<file path="src/rtl/kws_pkg.sv">
// Shared types and constants for the keyword-spotting datapath stages.
// The saturating adder in this package's users honours the MAC_ACC_SAT_EN build macro.
package kws_pkg;

  localparam int ACC_W_DEFAULT = 64;

  typedef enum logic [1:0] {
    IDLE  = 2'd0,
    ACCUM = 2'd1,
    DRAIN = 2'd2,
    DONE  = 2'd3
  } state_t;

  // Saturation limits for the default accumulator width
  localparam logic [ACC_W_DEFAULT-1:0] ACC_MAX = {1'b0, {(ACC_W_DEFAULT-1){1'b1}}};
  localparam logic [ACC_W_DEFAULT-1:0] ACC_MIN = {1'b1, {(ACC_W_DEFAULT-1){1'b0}}};

endpackage

</file>
<file path="src/rtl/kws_sat_add.sv">
// Combinational two's-complement adder with optional saturation.
// Build macro MAC_ACC_SAT_EN: defined -> clamp on overflow and flag it; undefined -> wrap, ovf=0.
module kws_sat_add
  import kws_pkg::*;
#(
  parameter int W = ACC_W_DEFAULT
) (
  input  logic [W-1:0] a,
  input  logic [W-1:0] b,
  output logic [W-1:0] sum,
  output logic         ovf
);

  logic [W-1:0] raw;

  assign raw = a + b;

`ifdef MAC_ACC_SAT_EN
  localparam logic [W-1:0] MAX_VAL = {1'b0, {(W-1){1'b1}}};
  localparam logic [W-1:0] MIN_VAL = {1'b1, {(W-1){1'b0}}};

  logic overflow;

  // Overflow only possible when both operands share a sign the result lacks
  assign overflow = (a[W-1] == b[W-1]) && (raw[W-1] != a[W-1]);
  assign sum      = overflow ? (a[W-1] ? MIN_VAL : MAX_VAL) : raw;
  assign ovf      = overflow;
`else
  assign sum = raw;
  assign ovf = 1'b0;
`endif

endmodule

</file>
<file path="src/rtl/mac_accumulator.sv">
// Streaming signed dot-product onto a bias; one ACC_W result per start, feeding the ReLU stage.
// Build macro MAC_ACC_SAT_EN selects saturating accumulation with a sticky ovf flag.
module mac_accumulator
  import kws_pkg::*;
#(
  parameter int DATA_W = 16,
  parameter int ACC_W  = ACC_W_DEFAULT,
  parameter int LEN_W  = 16
) (
  input  logic              clk,
  input  logic              reset,
  input  logic              start,
  input  logic [LEN_W-1:0]  cfg_len,
  input  logic [ACC_W-1:0]  cfg_bias,
  input  logic              in_valid,
  output logic              in_ready,
  input  logic [DATA_W-1:0] in_a,
  input  logic [DATA_W-1:0] in_b,
  output logic [ACC_W-1:0]  data_out,
  output logic              done,
  output logic              busy,
  output logic              ovf
);

  localparam int PROD_W = 2 * DATA_W;

  state_t state;
  state_t state_next;

  logic [LEN_W-1:0]  len_q;
  logic [LEN_W-1:0]  count;
  logic [ACC_W-1:0]  acc;
  logic [ACC_W-1:0]  add_sum;
  logic [ACC_W-1:0]  prod_ext;
  logic [PROD_W-1:0] a_ext;
  logic [PROD_W-1:0] b_ext;
  logic [PROD_W-1:0] prod;
  logic [PROD_W-1:0] prod_q;
  logic              prod_valid;
  logic              add_ovf;
  logic              accept_start;
  logic              handshake;

  // Sign-extend before multiplying so the low PROD_W bits are the exact signed product
  assign a_ext    = {{DATA_W{in_a[DATA_W-1]}}, in_a};
  assign b_ext    = {{DATA_W{in_b[DATA_W-1]}}, in_b};
  assign prod     = a_ext * b_ext;
  assign prod_ext = ACC_W'($signed(prod_q));

  kws_sat_add #(
    .W(ACC_W)
  ) u_add (
    .a  (acc),
    .b  (prod_ext),
    .sum(add_sum),
    .ovf(add_ovf)
  );

  always_ff @(posedge clk) begin
    if (reset) begin
      state <= IDLE;
    end else begin
      state <= state_next;
    end
  end

  always_comb begin
    state_next   = state;
    in_ready     = 1'b0;
    busy         = 1'b1;
    accept_start = 1'b0;
    handshake    = 1'b0;
    case (state)
      IDLE: begin
        busy = 1'b0;
        if (start) begin
          accept_start = 1'b1;
          state_next   = (cfg_len != '0) ? ACCUM : DONE;
        end
      end
      ACCUM: begin
        in_ready  = (count != len_q);
        handshake = in_valid && in_ready;
        if (handshake && ((count + LEN_W'(1)) == len_q)) begin
          state_next = DRAIN;
        end
      end
      DRAIN: begin
        state_next = DONE;
      end
      DONE: begin
        state_next = IDLE;
      end
      default: begin
        state_next = IDLE;
      end
    endcase
  end

  // Multiply stage registers the product; the accumulate stage folds it in one cycle later
  always_ff @(posedge clk) begin
    if (reset) begin
      len_q      <= '0;
      count      <= '0;
      acc        <= '0;
      prod_q     <= '0;
      prod_valid <= 1'b0;
      ovf        <= 1'b0;
      data_out   <= '0;
      done       <= 1'b0;
    end else begin
      done <= 1'b0;
      if (accept_start) begin
        len_q      <= cfg_len;
        acc        <= cfg_bias;
        count      <= '0;
        ovf        <= 1'b0;
        prod_valid <= 1'b0;
      end else begin
        if (prod_valid) begin
          acc <= add_sum;
          if (add_ovf) begin
            ovf <= 1'b1;
          end
        end
        prod_valid <= handshake;
        if (handshake) begin
          prod_q <= prod;
          count  <= count + LEN_W'(1);
        end
      end
      if (state == DONE) begin
        data_out <= acc;
        done     <= 1'b1;
      end
    end
  end

endmodule

</file>
<file path="config.mk">
export PLATFORM = sky130hd
export DESIGN_NAME = mac_accumulator
export DESIGN_NICKNAME = d
export VERILOG_FILES = /design/src/rtl/kws_pkg.sv /design/src/rtl/kws_sat_add.sv /design/src/rtl/mac_accumulator.sv
export SDC_FILE = /design/constraint.sdc
export NUM_CORES = 1
export LEC_CHECK = 0
export ABC_AREA = 0
export BUFFER_PORTS_ARGS = -buffer_cell sky130_fd_sc_hd__buf_4
export CAP_MARGIN = 10
export CORE_ASPECT_RATIO = 0.9
export CORE_MARGIN = 3
export CORE_UTILIZATION = 45
export CTS_CLUSTER_DIAMETER = 150
export DETAILED_ROUTE_END_ITERATION = 7
export HOLD_SLACK_MARGIN = 0.15
export PLACE_DENSITY = 0.64
export SYNTH_ARGS = -nofsm -noshare
export SYNTH_HDL_FRONTEND = slang
export SYNTH_SLANG_ARGS = --single-unit
</file>
<file path="constraint.sdc">
create_clock -name clk -period 7.43 [get_ports clk]
set_input_delay 0.3715 -clock clk [delete_from_list [all_inputs] [get_ports clk]]
set_output_delay 0.3715 -clock clk [all_outputs]
set_load 0.005 [all_outputs]
</file>
Word level (Yosys, flattened, before mapping)
Cells that the tools add are included.

Bits in registers: 196. Logic and storage cells: 39.

$add $sub $neg: 2. Multipliers: 1. Eq/ne operators: 7. Multiplexer cells: 12. Bitwise operators: 1. Reduce and logical (&&, ||, !) cells: 8.

Operators with widths (count): 2-to-1 mux 64 bit (2); adder 64 bit (1); multiplier 16 x 16 -> 32 bit (1); adder 16 x 1 -> 16 bit (second input constant) (1); equality test 16 bit (1); inequality test 16 bit (1); nonzero test 16 bit (1); one-hot mux 2 bit (4 select lines) (1); 2-to-1 mux 1 bit (6); 2-to-1 mux 2 bit (3); equality test 2 bit (second input constant) (2); inequality test 2 bit (second input constant) (2); AND reduction 2 bit (2); equality test 2 x 1 -> 1 bit (second input constant) (1); logical AND 1 bit (2); logical NOT 2 bit (1); nonzero test 2 bit (1); OR reduction 2 bit (1); inverter 1 bit (1).

Depth between registers and ports, before layout
Gate-level depths: netlist of the first run.

Depth after elaboration: 5. Depth in mapped cells: 25. Mapped depth without buffers: 24.

Hierarchy
Synthesis of the first run repeated with hierarchy kept, for this count alone.

Cell total of the unflattened synthesis: 2549. Area total of the unflattened synthesis: 22188.8 µm².

Modules (own cells, without submodules): mac_accumulator (times used 1, cells an instance 1993, area an instance 18255.0 µm², sequential area each 3943.8 µm²); kws_sat_add (times used 1, cells an instance 556, area an instance 3933.8 µm², sequential area each 0.0 µm²).

Worst setup path before layout of the first run
Ideal clock, no wire load.

Path type: input to register. From: input port in_a[10]. To: register prod_q[28]. Arrival: 6.137 ns. Slack: 1.222 ns. Stages: 21. Path buffers: 1. Path through: clkbuf_1 -> nand2_1 -> fa_1 -> fa_1 -> fa_1 -> fa_1 -> inv_1 -> fa_1 -> fa_1 -> ha_1 -> a21o_1 -> a21o_1 -> a21o_1 -> a2111oi_0 -> a21oi_1 -> a211oi_1 -> o21ai_0 -> a31oi_1 -> xnor2_1 -> nand2_1 -> a21oi_1.

Longest elaborated chain between the ends: 1.

Ends and longest elaborated chain: start, declared (line mac_accumulator.sv:17) `input logic [DATA_W-1:0] in_a,`; multiplier 16 x 16 -> 32 bit (line mac_accumulator.sv:47) `assign prod = a_ext * b_ext;`; end signal, assigned (line mac_accumulator.sv:128) `prod_q <= prod;`; end, declared (line mac_accumulator.sv:38) `logic [PROD_W-1:0] prod_q;`.

Every way passes these cells. A chain may end at the register's enable or synchronous reset.

Final worst setup path of the first run
From: input port in_a[15]. To: register prod_q[31].

Same word-level chain as after synthesis.

==> summary.txt, run 1 <==
Clocking
  • H-tree Lvls: 4
  • Number of clock sinks: 196
  • Post-CTS Hold Buffers: 1
  • Setup Fix Bufs, Post-CTS: 0
  • Post-CTS resize count: 0
  • TritonCTS clock tree: done
  • Worst-path clk slew: 70 ps
  • Number of CTS-inserted buffers: 17
  • Root Buffer: clkbuf_16
  • Clock Tree Buf Depth: 2
  • Clock latency on the worst-skew pair: 450 ps

STA
  • Clock skew: 12.0 ps
  • Slew HR: 26.5%
  • Slew Limit Fails: 0
  • Worst-margin pin slew: 1100 ps
  • Final-report hold violation count: 0
  • # setup viols final: 0
  • Crit share post-route: 83.8%
  • Min cycle time layout: 6230 ps
  • Setup Total Neg Slack: 0 ps
  • Final hold slack: 167 ps
  • RSZ-0062 raised after global routing: no
  • Fmax: 0.161 GHz

Setup path
  • CP Class: in -> reg
  • Largest delay share family, worst path: adder cells
  • CP max FO: 16
  • Cell mode on critical path: fa_1
  • Crit-path cells: buf_4 -> nand2_1 -> inv_1 -> fa_1 -> fa_1 -> inv_1 -> fa_1 -> fa_1 -> fa_1 -> fa_1 -> inv_1 -> ha_1 -> nand2_1 -> nor3_1 -> nor2b_1 -> a22oi_1 -> a211oi_1 -> o21ai_0 -> a21oi_1 -> a21oi_1 -> mux2i_1 -> a21oi_1
  • Worst Setup End Kind: register
  • CP required: 7740 ps
  • CP arrival: 6540 ps
  • Worst path max stage delay: 830 ps
  • CP max stage cell: fa_1
  • Worst Path Buf+Inv: 4
  • Critical path launch point type: input pin

Drt
  • Vias: 17800
  • Antenna-violating nets left: 0
  • Iter 0 DRT Violations: 1235
  • Wirelength per Cell: 17.4 microns
  • Pre-antenna DRT Iters: 5
  • Vias/cell: 5.44
  • Post-route DRC: 0
  • WL final: 57.0 mm

Logic synthesis
  • Seq/Total Area, Yosys: 18.1%
  • Cells after Synth: 2561
  • Cell variety after synth: 79
  • EDFF count, synth: 0
  • Mean Syn Cell Area: 8.47 sq um
  • Seq cells post-synth: 196
  • Synth warnings: 0
  • Mapped Area: 21700 sq um
  • Post-synth top flop: dfxtp_1
  • Syn nets: 3091
  • Async SR Flop Fraction: 0%

Finish
  • Multi-input gate area: 16000 sq um
  • Layout area overhead: 10.6%
  • Final Non-Filler Cells: 3279
  • Share of layout cells above drive strength 1: 9.39%
  • Filler cells: 4458
  • Seq. cell area: 3930 sq um
  • Nets: 3181
  • Inserted Diodes: 0
  • Core Util, Final: 50.9%

Power and ir drop
  • Leak: 11.2 nW
  • VDD IR max: 0.599 mV
  • Design Power: 10.9 mW
  • P per Cell Area: 454 nW/um^2

Global routing
  • Vias in the first global route: 18000
  • Initial antenna violation count: 0
  • Largest net degree at the start of global routing: 81
  • GRT Util Overall: 22.3%
  • First-pass GRT wire length: 93.1 mm
  • Overflow after GRT: 0

Floorplanning
  • Core box area: 47100 sq um
  • Rows: 75
  • Die height: 214 microns
  • Starting Density: 46.0%
  • Die ar.: 50900 sq um
  • IO Pins: 184
  • Die W: 237 microns

Job
  • Max_cap viols: 0

Place
  • Post-DP HPWL: 45.3 mm
  • Port bufs: 182
  • Placed insts: 3247
  • GP Congestion: 0.894

Hold path
  • Hold Crit Class: in -> reg

Status
  • Outcome: completed
[worst min-delay path, cell delays in order]
cell and delay [ps]:
buf_4 80, a21oi_1 50, nor2_1 70
[state kept, by name (all words and copies together) (netlist names)]
signal      count
data_out       64
prod_valid      1
len_q          16
prod_q         32
acc            64
done            1
state           2
count          16
[cells in the mapped netlist (4+ instances only)]
master,number,area share [%]
nor2b_1,18,0.52
a21o_1,59,2.0
a211o_1,5,0.20
nand2_1,282,4.9
nand2b_1,16,0.46
a22oi_1,4,0.14
o21bai_1,19,0.66
and2_1,131,3.8
nand3_1,28,0.65
inv_1,346,6.0
a2111oi_0,4,0.16
o2111ai_1,4,0.16
nor2_1,191,3.3
mux2i_1,102,4.7
fa_1,263,24
or3_1,10,0.29
buf_1,14,0.24
a21oi_1,191,4.4
ha_1,151,8.7
o21ai_1,4,0.092
a31oi_1,15,0.43
nor4_1,11,0.32
and3_1,15,0.43
o211ai_1,7,0.24
a211oi_1,52,1.8
nor3_1,17,0.39
o21a_1,8,0.28
nor4b_1,4,0.16
nand4_1,22,0.63
xnor2_1,77,3.1
xor2_1,43,1.7
o21ai_0,78,1.8
and4_1,6,0.24
clkbuf_1,99,1.7
dfxtp_1,196,18
[cells in the final DEF (no fill, tap or decap), drive strengths merged, types with 18 or more instances in the layout]
cell type  count
inv          352
nand2        283
fa           263
dfxtp        196
buf          193
a21oi        192
nor2         191
ha           151
and2         131
mux2i        102
o21ai         82
xnor2         77
a21o          59
a211oi        52
xor2          43
nand3         29
nand4         22
o21bai        19
nor3          19
clkbuf        19
nor2b         18
and3          18
[metrics by stage]
step / instance area (sq um) / setup WS (ps)
2_1_floorplan: 21700 / 1220
3_3_place_gp: 23400 / 920
3_5_place_dp: 23400 / 817
4_1_cts: 24000 / 1250
5_1_grt: 24000 / 757
6_report: 24000 / 1200
[power breakdown]
part           internal (mW)  switching (mW)  leakage (nW)
Clock                  0.449           0.448         0.268
Combinational           3.65            4.93          9.30
Sequential              1.23           0.182          1.60
Total                   5.33            5.56          11.2
[kinds of logic after synthesis]
| kind of cell | Yosys count | share of synthesized area, % |
|---|---|---|
| other | 1 | 0.0173 |
| XOR/XNOR | 120 | 4.85 |
| multiplexers | 105 | 4.87 |
| adder cells (fa/ha/maj) | 414 | 33.0 |
| AO/OA/AOI/OAI | 485 | 14.0 |
| flip-flops | 196 | 18.1 |
| buffers and inverters | 470 | 8.35 |
| AND/OR/NAND/NOR | 770 | 16.8 |
[area by class of cell]
| type | count | area share [%] |
|---|---|---|
| multi-input combinational | 1895 | 66.6 |
| sequential | 196 | 16.4 |
| timing repair buffer | 194 | 6.08 |
| inverter | 347 | 5.43 |
| tap | 616 | 3.21 |
| clock buffer | 19 | 1.85 |
| clock inverter | 12 | 0.480 |
[worst paths after layout]
kind         cells past startpoint         end  slack (ps)    startpoint
max                             22  prod_q[31]        1200      in_a[15]
min reg2reg                      2  prod_q[12]         460    prod_q[12]
max reg2reg                     13     acc[63]        3460    prod_q[31]
min                              3     acc[30]         170  cfg_bias[30]
[metal layers]
metal / track usage, % / vias to the layer above / part of all wire [%]
met2: 38.3 / 458 / 49
li1: - / 8552 / -
met1: 30.4 / 8773 / 45
met3: 2.89 / 50 / 4.7
met5: 0 / - / 0
met4: 4.30 / 0 / 1.4
Power figures use the tool's default switching activity.
==> run 2: changes to the inputs <==
- ABC_AREA: 0 -> 1
- clock period: 7.43 -> 5.9 ns (I/O delays scaled with it)
==> run 2 against run 1 <==
- register-to-register slack got worse by 800 ps
- critical path depth decreased by 1
- via count increased by 26%
- die area increased by 10%
- clock skew increased by 8.3 ps
- largest cell class unchanged
- highest routed layer unchanged
==> summary.txt, run 2 <==
Place
  • Port bufs: 182 (unchanged)
  • Placed insts: 4367 (+34%)
  • Pre-CTS WS: 65.4 ps (-751 ps)
  • Post-DP HPWL: 59.8 mm (+32%)
  • Post-Place Cell Area: 25900 sq um (+11%)
  • GP Congestion: 1.01 (+13%)

Logic synthesis
  • Commonest cells in the netlist: nand2_1, inv_1, nor2_1
  • Simple-gate share of the synthesized area: 25.1% (+8.3 points)
  • Seq cells post-synth: 196 (unchanged)
  • Post-synthesis adder-cell area fraction: 29.8% (-3.2 points)
  • Largest cells by area after synthesis: fa_1, dfxtp_1, nand2_1
  • Mapped Area: 24000 sq um (+11%)
  • Async SR Flop Fraction: 0% (unchanged)
  • EDFF count, synth: 0 (unchanged)
  • Cell variety after synth: 50 (-37%)
  • Seq/Total Area, Yosys: 16.3% (-1.8 points)
  • Post-synth top area share: 21.9% (-2.4 points)
  • Post-synth top flop: dfxtp_1
  • Synth warnings: 0 (unchanged)
  • Mean Syn Cell Area: 6.68 sq um (-21%)
  • Largest family of logic cells by synthesized area: adder cells
  • Syn nets: 4126 (+33%)
  • Post-synth top area cell: fa_1
  • Multiplexer area fraction after synthesis: 0% (-4.9 points)
  • XOR/XNOR share of the synthesized area: 2.52% (-2.3 points)
  • Compound-Gate Fraction of Synth Area: 11.9% (-2.1 points)
  • Cells after Synth: 3596 (+40%)
  • Top-count cell post-synth: nand2_1

Drt
  • Post-route DRC: 0 (unchanged)
  • Pre-antenna DRT Iters: 5 (unchanged)
  • Antenna-violating nets left: 0 (unchanged)
  • Vias: 22400 (+26%)
  • Wirelength per Cell: 16.4 microns (-5.7%)
  • WL final: 72.5 mm (+27%)
  • Iter 0 DRT Violations: 1712 (+39%)
  • Vias/cell: 5.06 (-6.9%)

Finish
  • Multi-input gate area: 16700 sq um (+4.4%)
  • Nets: 4253 (+34%)
  • Inserted Diodes: 0 (unchanged)
  • Largest registers: acc x64, data_out x64, prod_q x32
  • Final Non-Filler Cells: 4423 (+35%)
  • Seq. cell area: 3920 sq um (about the same)
  • Finished Cell Area: 26800 sq um (+12%)
  • Commonest non-fill, non-tap cell in the layout: nand2_1
  • Share of layout cells above drive strength 1: 7.98% (-1.4 points)
  • Filler cells: 5423 (+22%)
  • Layout area overhead: 11.5%
  • Core Util, Final: 51.3% (+0.38 points)
  • Most frequent cells in the layout: nand2_1, inv_1, nor2_1

Power and ir drop
  • P per Cell Area: 635 nW/um^2 (+40%)
  • Design Power: 17.0 mW (+56%)
  • Leak: 14.9 nW (+33%)
  • VDD IR max: 0.816 mV (+36%)

Setup path
  • Worst Setup End Kind: register
  • CP Class: in -> reg
  • CP max FO: 16 (unchanged)
  • Critical path launch point type: input pin
  • CP required: 6260 ps (-1480 ps)
  • CP arrival: 5780 ps (-760 ps)

Status
  • Outcome: completed

STA
  • Slew HR: 35.1% (+8.6 points)
  • Worst-margin pin slew: 974 ps (-129 ps)
  • Min cycle time layout: 5420 ps
  • Slew Limit Fails: 0 (unchanged)
  • # setup viols final: 0 (unchanged)
  • Clock skew: 20.2 ps (+8.27 ps)
  • Final-report hold violation count: 0 (unchanged)
  • Fmax: 0.185 GHz
  • Setup Total Neg Slack: 0 ps (unchanged)
  • Slack of the critical path: 482 ps (-719 ps)
  • RSZ-0062 raised after global routing: no
  • Crit share post-route: 91.8%
  • Final hold slack: 198 ps (+30.9 ps)

Clocking
  • H-tree Lvls: 4 (unchanged)
  • Setup Fix Bufs, Post-CTS: 0 (unchanged)
  • Clock Tree Buf Depth: 2 (unchanged)
  • Number of clock sinks: 196 (unchanged)
  • Number of CTS-inserted buffers: 17 (unchanged)
  • Clock latency on the worst-skew pair: 480 ps (+30 ps)
  • Worst-path clk slew: 80 ps (about the same)
  • Root Buffer: clkbuf_16
  • TritonCTS clock tree: done

Hold path
  • Hold Crit Class: in -> reg

Floorplanning
  • Core box area: 52200 sq um (+11%)
  • Rows: 79 (+5.3%)
  • Die height: 225 microns (+5.1%)
  • Starting Density: 46.0% (about the same)
  • IO Pins: 184 (unchanged)
  • Die W: 249 microns (+5.1%)
  • Die ar.: 56200 sq um (+10%)

Global routing
  • Largest net degree at the start of global routing: 85 (+4.9%)
  • Overflow after GRT: 0 (unchanged)
  • GRT Util Overall: 26.1% (+3.8 points)
  • First-pass GRT wire length: 117 mm (+25%)
  • Vias in the first global route: 21500 (+20%)
  • Initial antenna violation count: 0 (unchanged)

Job
  • Max_cap viols: 0 (unchanged)
## run 2: cell count changes after synthesis, moves of 52 or more
cell     previous run  this run
a21o_1             59         7
and2_1            131         2
inv_1             346       766
mux2i_1           102         0
nand2_1           282       930
nand3_1            28       131
nor2_1            191       335
o21ai_0            78       211
xnor2_1            77        25
## run 2: critical path, cell delays in order
cell and delay, ps:
buf_4 230, nand2_1 120, fa_1 510, fa_1 510
fa_1 520, inv_1 60, fa_1 500, fa_1 570
inv_1 70, fa_1 480, inv_1 40, ha_1 340
nand2_1 130, nor2_1 250, nand4_1 130, o21ai_0 350
a21oi_1 170, o21bai_1 250, nor2_1 70, nor2_1 140
nor2_1 60
## run 2: worst paths after layout
path	from	end	slack (ps)	depth (start not counted)
max	in_a[11]	prod_q[24]	480	21
min reg2reg	acc[43]	acc[43]	490	2
max reg2reg	state[0]	acc[13]	2660	10
min	cfg_bias[57]	acc[57]	200	5
## run 2: cell type report
class,instances,share of cell area (%)
Sequential cell,196,14.7
Clock inverter,10,0.425
Clock buffer,21,1.72
Multi-Input combinational cell,2498,62.3
Timing Repair Buffer,237,6.88
Tap cell,688,3.22
Inverter,773,10.8
## run 2: report_power, final
group / switching, mW / total [mW] / internal [mW] / leakage, nW
sequential: 0.335 / 1.98 / 1.64 / 1.60
combinational: 8.71 / 13.8 / 5.13 / 13.0
clock: 0.565 / 1.18 / 0.614 / 0.280
## run 2: logic make-up (layout without fill, tap and decap cells)
group,after synthesis,in the layout
flops,196,196
fa+ha+maj,414,414
compound gates,520,520
other cells,1,1
simple gates,1494,1494
buf+inv,902,1041
xor+xnor,69,69
## run 2: timing repair
item | in CTS | in global routing
gates resized for setup | 0 | 0
hold endpoints to repair | 25 | 0
hold buffers | 25 | 0
## run 2: per-layer routing
metal | share of wire [%] | track usage [%] | routed length [microns] | up-vias
li1 | - | - | - | 11200
met1 | 49 | 39.2 | 35800 | 10500
met2 | 41 | 38.7 | 29900 | 650
met3 | 7.1 | 4.65 | 5130 | 86
met4 | 2.2 | 6.76 | 1610 | 0
met5 | 0 | 0 | 0 | -
==> run 3: changes to the inputs <==
- CORE_ASPECT_RATIO: 0.9 -> 1.4
- CORE_UTILIZATION: 45 -> 63
- PLACE_DENSITY: 0.64 -> 0.84
- clock period: 5.9 -> 5.1 ns (I/O delays scaled with it)
==> run 3 against run 2 <==
- sequential share of layout area decreased by 0.71 points
- cell count decreased by 1.7%
- worst hold slack got worse by 32 ps
- routed wire length increased by 1.9%
- register-to-register slack got worse by 880 ps
- count of clock-buffer cells in the layout decreased by 1
- clock skew decreased by 6.3 ps
- final area increased by 5.1%
- via count increased by 5.5%
- critical path depth increased by 2
- critical path type unchanged
==> summary.txt, run 3 (synthesis gave the netlist of run 2 again) <==
Finish
  • Layout area overhead: 17.2%
  • Inserted Diodes: 0 (unchanged)
  • Largest registers: acc x64, data_out x64, prod_q x32
  • Commonest non-fill, non-tap cell in the layout: nand2_1
  • Most frequent cells in the layout: nand2_1, inv_1, buf_4
  • Filler cells: 2966 (-45%)
  • Share of layout cells above drive strength 1: 13.6% (+5.6 points)
  • Nets: 4394 (+3.3%)

Job
  • Max_cap viols: 0 (unchanged)

Floorplanning
  • IO Pins: 184 (unchanged)
  • Die W: 171 microns (-31%)
  • Starting Density: 63.8% (+18 points)
  • Die height: 237 microns (+5.3%)
  • Rows: 84 (+6.3%)
  • Core box area: 37600 sq um (-28%)
  • Die ar.: 40500 sq um (-28%)

STA
  • RSZ-0062 raised after global routing: yes
  • Slack of the critical path: 71.3 ps (-411 ps)
  • Crit share post-route: 98.6%
  • # setup viols final: 0 (unchanged)
  • Setup Total Neg Slack: 0 ps (unchanged)
  • Min cycle time layout: 5030 ps
  • Fmax: 0.199 GHz
  • Worst-margin pin slew: 975 ps (+1.54 ps)
  • Slew HR: 34.9% (-0.19 points)
  • Final hold slack: 166 ps (-32.1 ps)
  • Clock skew: 14.0 ps (-6.26 ps)
  • Final-report hold violation count: 0 (unchanged)
  • Slew Limit Fails: 0 (unchanged)

Setup path
  • Cell mode on critical path: fa_1
  • Reg2reg start: state[0]
  • CP max FO: 11 (-5)
  • CP max stage cell: fa_1
  • Worst Setup End Kind: register
  • CP Class: in -> reg
  • Worst Path Buf+Inv: 8 (+4)
  • Crit-path cells: buf_4 -> inv_1 -> buf_4 -> or2_2 -> fa_1 -> fa_1 -> inv_1 -> fa_1 -> fa_1 -> fa_1 -> inv_1 -> fa_1 -> inv_1 -> ha_4 -> a21oi_2 -> o21ai_4 -> a21oi_1 -> o21ai_2 -> a21oi_1 -> buf_4 -> buf_4 -> xor2_1 -> a21oi_1
  • Critical path launch point type: input pin
  • Crit. Startpoint: in_b[15]
  • CP arrival: 5360 ps (-420 ps)
  • Worst path max stage delay: 510 ps (-60 ps)
  • CP required: 5440 ps (-820 ps)
  • Largest delay share family, worst path: adder cells

Clocking
  • Clock latency on the worst-skew pair: 470 ps (about the same)
  • H-tree Lvls: 4 (unchanged)
  • Clock Tree Buf Depth: 2 (unchanged)
  • TritonCTS clock tree: done
  • Root Buffer: clkbuf_16
  • Number of clock sinks: 196 (unchanged)
  • Number of CTS-inserted buffers: 17 (unchanged)
  • Worst-path clk slew: 70 ps (about the same)

Hold path
  • Hold path start: cfg_bias[55]
  • Hold Crit Class: in -> reg

Drt
  • Post-route DRC: 0 (unchanged)
  • Vias/cell: 5.44 (+7.4%)
  • Iter 0 DRT Violations: 1655 (-3.3%)
  • Wirelength per Cell: 17.0 microns (+3.7%)
  • Pre-antenna DRT Iters: 6 (+1)
  • Vias: 23600 (+5.5%)
  • Antenna-violating nets left: 0 (unchanged)
  • WL final: 73.9 mm (+1.9%)

Global routing
  • Vias in the first global route: 24400 (+13%)
  • Largest net degree at the start of global routing: 66 (-22%)
  • Initial antenna violation count: 1 (+1)
  • First-pass GRT wire length: 118 mm (+0.86%)
  • GRT Util Overall: 36.7% (+11 points)
  • Overflow after GRT: 0 (unchanged)

Place
  • Port bufs: 182 (unchanged)
  • Pre-CTS WS: -585 ps (-650 ps)
  • GP Congestion: 1.12 (+11%)
  • Post-DP HPWL: 60.7 mm (+1.4%)

Status
  • Outcome: completed
[run 3: stage by stage]
stage | cell area [sq um] | instances | utilization (%)
global route | 28100 | 4347 | 74.8
global placement | 27000 | 4289 | 71.7
floorplan | 24500 | 3596 | -
CTS | 27900 | 4345 | 74.1
detailed placement | 27000 | 4289 | 71.7
finish | 28100 | 4347 | 74.8
[run 3: worst register-to-register path, delay by kind of cell, from the launching register on]
kind            cells  cell delay, ps
compound gates      2             440
flops               1             400
buf+inv             4            1110
simple gates        2            1060
fa+ha+maj           1             250
[run 3: layout make-up]
cell class / count / area, sq um / area share, %
multi-input cells: 2498 / 17100 / 60.9
clock buffers: 20 / 467 / 1.66
repair buffers: 378 / 2980 / 10.6
inverters: 773 / 2900 / 10.3
clock inverters: 9 / 148 / 0.525
flip-flops and latches: 196 / 3920 / 13.9
well taps: 473 / 592 / 2.10
[run 3: routing by layer]
layer	routed length (microns)	GRT usage [%]	share of wire, %	vias up
met4	5980	24.8	8.1	0
met3	3410	4.64	4.6	319
met1	26000	37.5	35	11100
met5	0	0	0	-
met2	38500	68.1	52	821
li1	-	-	-	11400
[run 3: path summary, 6_finish.rpt]
check | end | slack [ps] | depth (start not counted)
hold / removal | acc[55] | 170 | 5
setup reg to reg | count[15] | 1780 | 9
hold reg to reg | acc[50] | 490 | 2
setup / recovery | prod_q[20] | 70 | 23
[run 3: repair_timing]
action | 4_1_cts | 5_1_grt
buffers inserted | 0 | 2
pin swaps | 0 | 24
hold endpoints to repair | 27 | 0
setup endpoints to repair | 3 | 15
gates resized for setup | 4 | 63
hold buffers | 27 | 0
Power of run 3 is not shown: default switching activity piles up to over one toggle a cycle in this logic, so the estimate is an artifact.
